===== config.mk =====
export PLATFORM = sky130hd
export DESIGN_NAME = pwm_ramp_ctrl
export DESIGN_NICKNAME = d
export VERILOG_FILES = /design/src/rtl/pwm_ctrl_pkg.sv /design/src/rtl/pwm_tick_counter.sv /design/src/rtl/pwm_ramp_ctrl.sv
export SDC_FILE = /design/constraint.sdc
export NUM_CORES = 1
export LEC_CHECK = 0
export BUFFER_PORTS_ARGS = -buffer_cell sky130_fd_sc_hd__clkbuf_2
export CAP_MARGIN = 20
export CORE_MARGIN = 4
export CORE_UTILIZATION = 61
export CTS_CLUSTER_SIZE = 16
export DETAILED_ROUTE_END_ITERATION = 10
export HOLD_SLACK_MARGIN = 0.05
export MAX_ROUTING_LAYER = met4
export PLACE_DENSITY = 0.92
export SYNTH_ARGS = -nofsm -noshare
export SYNTH_HDL_FRONTEND = slang
export SYNTH_HIERARCHICAL = 1
export SYNTH_SLANG_ARGS = --single-unit

===== constraint.sdc =====
create_clock -name clk -period 11.2 [get_ports clk]
set_clock_uncertainty 0.1 [all_clocks]
set_input_delay 1.12 -clock clk [delete_from_list [all_inputs] [get_ports clk]]
set_output_delay 1.12 -clock clk [all_outputs]
set_load 0.02 [all_outputs]

===== src/rtl/pwm_ctrl_pkg.sv =====
// Shared definitions for the PWM ramp controller: register map,
// FSM state encoding and the duty stepping helper.
package pwm_ctrl_pkg;

  localparam logic [6:0] ADDR_EN_OUT_7_0   = 7'h00;
  localparam logic [6:0] ADDR_EN_OUT_15_8  = 7'h01;
  localparam logic [6:0] ADDR_EN_PWM_7_0   = 7'h02;
  localparam logic [6:0] ADDR_EN_PWM_15_8  = 7'h03;
  localparam logic [6:0] ADDR_DUTY         = 7'h04;
  localparam logic [6:0] ADDR_TARGET       = 7'h05;
  localparam logic [6:0] ADDR_STEP         = 7'h06;
  localparam logic [6:0] ADDR_INTERVAL     = 7'h07;

  localparam logic [7:0] STEP_RESET_VALUE  = 8'd1;

  typedef enum logic {
    IDLE = 1'b0,
    RAMP = 1'b1
  } ramp_state_t;

  // Moves cur toward tgt by stp (a zero step counts as one), landing
  // exactly on tgt instead of passing it or wrapping around 8 bits.
  function automatic logic [7:0] step_toward(input logic [7:0] cur,
                                             input logic [7:0] tgt,
                                             input logic [7:0] stp);
    logic [8:0] eff;
    logic [8:0] sum;
    logic [8:0] gap;
    logic [7:0] result;
    eff    = {1'b0, (stp == 8'd0) ? 8'd1 : stp};
    sum    = {1'b0, cur} + eff;
    gap    = {1'b0, cur} - {1'b0, tgt};
    result = cur;
    if (cur < tgt) begin
      if (sum >= {1'b0, tgt}) begin
        result = tgt;
      end else begin
        result = sum[7:0];
      end
    end else if (cur > tgt) begin
      if (eff >= gap) begin
        result = tgt;
      end else begin
        result = cur - eff[7:0];
      end
    end
    return result;
  endfunction

endpackage


===== src/rtl/pwm_tick_counter.sv =====
// Loadable down-counter that paces the duty ramp; zero marks the end
// of one ramp interval.
module pwm_tick_counter #(
  parameter int WIDTH = 10
) (
  input  logic             clk,
  input  logic             rst,
  input  logic             load,
  input  logic [WIDTH-1:0] load_value,
  input  logic             dec,
  output logic             zero
);

  logic [WIDTH-1:0] count;

  // Load takes priority over decrement; the count never goes below zero.
  always_ff @(posedge clk or posedge rst) begin
    if (rst) begin
      count <= '0;
    end else if (load) begin
      count <= load_value;
    end else if (dec && (count != '0)) begin
      count <= count - 1'b1;
    end
  end

  assign zero = (count == '0);

endmodule


===== src/rtl/pwm_ramp_ctrl.sv =====
// Register block and duty ramp engine sitting between the SPI register
// interface and the PWM peripheral.
module pwm_ramp_ctrl
  import pwm_ctrl_pkg::*;
#(
  parameter int TICK_DIV = 256
) (
  input  logic       clk,
  input  logic       rst,
  input  logic       wr_valid,
  input  logic [6:0] wr_addr,
  input  logic [7:0] wr_data,
  output logic [7:0] en_reg_out_7_0,
  output logic [7:0] en_reg_out_15_8,
  output logic [7:0] en_reg_pwm_7_0,
  output logic [7:0] en_reg_pwm_15_8,
  output logic [7:0] pwm_duty_cycle,
  output logic       ramp_busy,
  output logic       ramp_done
);

  localparam int TICK_SHIFT = $clog2(TICK_DIV);
  localparam int CNT_W      = 8 + TICK_SHIFT;

  ramp_state_t state, state_next;

  logic [7:0] en_out_lo, en_out_hi, en_pwm_lo, en_pwm_hi;
  logic [7:0] step_reg, interval_reg;
  logic [7:0] duty, duty_next;
  logic [7:0] target, target_next;
  logic       done_next;
  logic       cnt_load, cnt_dec, cnt_zero;
  logic [CNT_W-1:0] reload_value;
  logic [7:0] stepped_duty;
  logic       wr_duty, wr_target;

  assign wr_duty   = wr_valid && (wr_addr == ADDR_DUTY);
  assign wr_target = wr_valid && (wr_addr == ADDR_TARGET);

  assign reload_value = ({{TICK_SHIFT{1'b0}}, interval_reg} << TICK_SHIFT)
                      | CNT_W'(TICK_DIV - 1);

  assign stepped_duty = step_toward(duty, target, step_reg);

  pwm_tick_counter #(
    .WIDTH(CNT_W)
  ) u_tick_counter (
    .clk       (clk),
    .rst       (rst),
    .load      (cnt_load),
    .load_value(reload_value),
    .dec       (cnt_dec),
    .zero      (cnt_zero)
  );

  // Enable registers are plain storage mirrored straight to the outputs.
  always_ff @(posedge clk or posedge rst) begin
    if (rst) begin
      en_out_lo <= 8'd0;
      en_out_hi <= 8'd0;
      en_pwm_lo <= 8'd0;
      en_pwm_hi <= 8'd0;
    end else if (wr_valid) begin
      case (wr_addr)
        ADDR_EN_OUT_7_0:  en_out_lo <= wr_data;
        ADDR_EN_OUT_15_8: en_out_hi <= wr_data;
        ADDR_EN_PWM_7_0:  en_pwm_lo <= wr_data;
        ADDR_EN_PWM_15_8: en_pwm_hi <= wr_data;
        default: ;
      endcase
    end
  end

  // Step and interval are only sampled at counter reload, so mid-ramp
  // writes take effect at the next interval boundary.
  always_ff @(posedge clk or posedge rst) begin
    if (rst) begin
      step_reg     <= STEP_RESET_VALUE;
      interval_reg <= 8'd0;
    end else if (wr_valid) begin
      case (wr_addr)
        ADDR_STEP:     step_reg     <= wr_data;
        ADDR_INTERVAL: interval_reg <= wr_data;
        default: ;
      endcase
    end
  end

  // FSM state register.
  always_ff @(posedge clk or posedge rst) begin
    if (rst) begin
      state <= IDLE;
    end else begin
      state <= state_next;
    end
  end

  // Next-state, next-duty and counter control for the ramp engine.
  always_comb begin
    state_next  = state;
    duty_next   = duty;
    target_next = target;
    done_next   = 1'b0;
    cnt_load    = 1'b0;
    cnt_dec     = 1'b0;
    case (state)
      IDLE: begin
        if (wr_duty) begin
          duty_next   = wr_data;
          target_next = wr_data;
        end else if (wr_target) begin
          target_next = wr_data;
          if (wr_data != duty) begin
            state_next = RAMP;
            cnt_load   = 1'b1;
          end else begin
            done_next = 1'b1;
          end
        end
      end
      RAMP: begin
        if (wr_duty) begin
          duty_next   = wr_data;
          target_next = wr_data;
          state_next  = IDLE;
        end else if (wr_target) begin
          target_next = wr_data;
          cnt_load    = 1'b1;
        end else if (duty == target) begin
          state_next = IDLE;
          done_next  = 1'b1;
        end else if (cnt_zero) begin
          duty_next = stepped_duty;
          cnt_load  = 1'b1;
          if (stepped_duty == target) begin
            state_next = IDLE;
            done_next  = 1'b1;
          end
        end else begin
          cnt_dec = 1'b1;
        end
      end
      default: begin
        state_next = IDLE;
      end
    endcase
  end

  // Duty, target and the one-cycle completion pulse.
  always_ff @(posedge clk or posedge rst) begin
    if (rst) begin
      duty      <= 8'd0;
      target    <= 8'd0;
      ramp_done <= 1'b0;
    end else begin
      duty      <= duty_next;
      target    <= target_next;
      ramp_done <= done_next;
    end
  end

  assign en_reg_out_7_0  = en_out_lo;
  assign en_reg_out_15_8 = en_out_hi;
  assign en_reg_pwm_7_0  = en_pwm_lo;
  assign en_reg_pwm_15_8 = en_pwm_hi;
  assign pwm_duty_cycle  = duty;
  assign ramp_busy       = (state == RAMP);

endmodule

==> run summary <==
Hold Path Depth: 2
Min-Delay Startpoint: interval_reg[7]
Post-synth EDFFs: 0
hold worst-path end: u_tick_counter/count[15]
FF-to-FF Start: pwm_duty_cycle[0]
worst r2r path cells: 18
Vias: 5354
Die ar.: 0.0116 sq mm
most common cell in the netlist: dfrtp_1
# setup viols final: 0
Syn Area/Cell: 9.36 sq um
GRT overflow: 0
pwr/cell area: 223 mW/mm^2
Netlist cell types: 78
measured slew at the worst slew-check pin: 0.945 ns
register area share after synthesis: 0.340
later-pin clock latency in the skew report: 0.37 ns
internal power: 0.776 mW
Final ANT Viol Nets: 0
Synth top area share: 0.335
cts bufs inserted: 9
HP Class: reg2reg
Core Footprint: 0.00973 sq mm
Worst Path Arrival: 4.77 ns
reg2reg end: ramp_busy
Tcrit/Tclk final: 0.412
clock network power share: 0.146
drc violations: 0
max FFs per register: 16
Initial Util: 0.622
1st-pass router iterations: 6
row count: 36
first-pass GRT wire length: 27100 microns
CTS H-tree depth: 3
wire per inst: 21.0 microns
post-synthesis async set-or-reset flop share: 1.00
fin area: 0.00658 sq mm
top_reg_cell synth: dfrtp_1
Root Buffer: clkbuf_8
Clock transition at path regs: 0.10 ns
Post-CTS Hold Buffers: 0
dominant cell type by area after synthesis: dfrtp_1
initial drt markers: 538
Area Growth Syn to Fin: 8.81%
DP Area: 0.00638 sq mm
Final Hold Slack: 0.390 ns
clock tree buffer depth: 2
Cell Area, Synth: 0.00605 sq mm
number of gates resized after cts: 0
vias in the first global route: 5198
crit path max fanout: 7
unrepaired setup endpoints after global routing: false
Peak VDD IR: 0.000118 V
setup TNS: 0 ns
Synth Warn #: 6
Leakage: 3.09 nW
CP Data Required Time: 11.35 ns
max-cap viol count: 0
pre-CTS setup slack: 6.74 ns
Largest Register: u_tick_counter/count
minimum clock period: 4.62 ns
Highest Clock Rate: 0.217 GHz
CTS tree: done
largest net degree at the start of global routing: 67
CP endpoint kind: flip-flop
count of pins over their slew limit: 0
# Post-CTS Setup Buffers: 0
final hold violation count: 0
Cells after Synth: 646
relative slew slack: 0.366
Final nets: 751
dominant cells by area after synthesis: dfrtp_1 34%, mux2_2 9.3%, ha_1 8.3%
Final Wtd Congestion: 0.985
Post-synth top cells: 81 x dfrtp_1, 50 x mux2_2, 48 x nor2_1, 47 x nand2_1, 40 x ha_1
Port Buf Inserts: 59
R2R setup slack: 6.58 ns
gr usage total: 0.313
WS Path Type: reg2reg
CP Launch Type: flip-flop
DR vias/cell: 6.47
switching fraction of total power: 0.471
Chip Width: 108 microns
layout cell share with drive strength beyond 1: 0.223
worst setup margin: 6.58 ns
n_diodes: 0
status: complete, no violations
Filler cells: 768
part of the power in registers: 0.309
Net Sw Power: 0.690 mW
Comb pwr share: 0.545
Ports: 60
TritonCTS Sinks: 82
initial antenna violation count: 0
die extent in y: 108 microns
#FFs+latches synth: 82
final WL: 17400 microns
placed wire-length estimate: 12900 microns
==> cell usage in the layout, fill, tap and decap left out, types with 5 or more instances in the layout <==
cell type	count
o31ai_1	9
clkbuf_8	9
o21ai_0	32
or2_2	5
a21oi_1	31
nor2b_1	5
nand2b_1	9
xor2_1	8
or4_1	6
or3_1	6
o211ai_1	12
o22ai_1	6
dfrtp_1	81
buf_4	5
a211oi_1	12
xnor2_1	29
clkbuf_2	59
a31oi_1	11
mux2i_1	6
nor3_1	14
nand2_1	47
a21o_1	6
nor4_1	7
inv_1	31
mux2_2	50
nand4_1	9
ha_1	40
nor2_1	48
conb_1	8
nand3_1	15
==> cell families (layout without fill, tap and decap cells) <==
kind of cell    count (synthesis)  after routing  share of synthesized area
mux                            57             57                      0.105
fa+ha+maj                      43             43                     0.0927
buf+inv                        71            113                     0.0523
other cells                     1              8                   0.000620
flops                          82             82                      0.340
simple gates                  196            196                      0.170
compound gates                159            159                      0.187
xor+xnor                       37             37                     0.0536
==> through the flow <==
stage	power (mW)	std cells	utilization
global route	1.56	828	0.676
floorplan	1.04	653	-
detailed placement	1.23	812	0.656
CTS	1.45	828	0.676
finish	1.47	828	0.676
global placement	1.20	812	0.656
==> power groups by stage <==
| stage | Clock [mW] | Combinational, mW | Sequential (mW) |
|---|---|---|---|
| after global routing | 0.230 | 0.873 | 0.460 |
| after CTS | 0.218 | 0.782 | 0.448 |
| final | 0.215 | 0.799 | 0.453 |
| after detailed placement | 0 | 0.775 | 0.454 |
| after floorplan | 0 | 0.593 | 0.446 |
| after global placement | 0 | 0.749 | 0.450 |
==> per-layer routing <==
layer,share of wire,up-vias,track usage
li1,-,2445,-
met1,0.41,2583,0.406
met2,0.48,271,0.489
met3,0.079,55,0.0618
met4,0.035,0,0.119
met5,0,-,-
==> critical path, cell delays in order, from the launching register on <==
cell and delay, ns:
dfrtp_1 0.49, inv_1 0.14, ha_1 0.25, fa_1 0.40, nand2b_1 0.19, a21oi_1 0.23
a21o_1 0.15, a21oi_1 0.08, xor2_1 0.16, ha_1 0.30, a21o_1 0.17, a221oi_1 0.30
o21a_1 0.27, nor2_4 0.11, a2111oi_4 0.40, o22ai_1 0.17, o22ai_1 0.20, a31oi_1 0.14
o2bb2a_4 0.26
==> worst max path at each step <==
| stage | from | to | slack, ns |
|---|---|---|---|
| 6_report | pwm_duty_cycle[0] | ramp_busy | 6.58 |
| 5_1_grt | step_reg[6] | ramp_done | 6.30 |
| 4_1_cts | step_reg[4] | ramp_done | 6.70 |
| 3_5_place_dp | pwm_duty_cycle[1] | ramp_busy | 6.74 |
| 3_3_place_gp | pwm_duty_cycle[0] | ramp_busy | 6.88 |
| 2_1_floorplan | pwm_duty_cycle[0] | ramp_busy | 7.02 |
==> layout make-up <==
class / instances / area (sq um) / share of cell area
clock inverter: 7 / 76.3 / 0.0116
multi-input combinational: 500 / 3700 / 0.563
sequential: 82 / 2050 / 0.312
tap: 133 / 166 / 0.0253
clock buffer: 9 / 124 / 0.0188
timing repair buffer: 64 / 333 / 0.0506
inverter: 33 / 124 / 0.0188
Power figures use the tool's default switching activity.
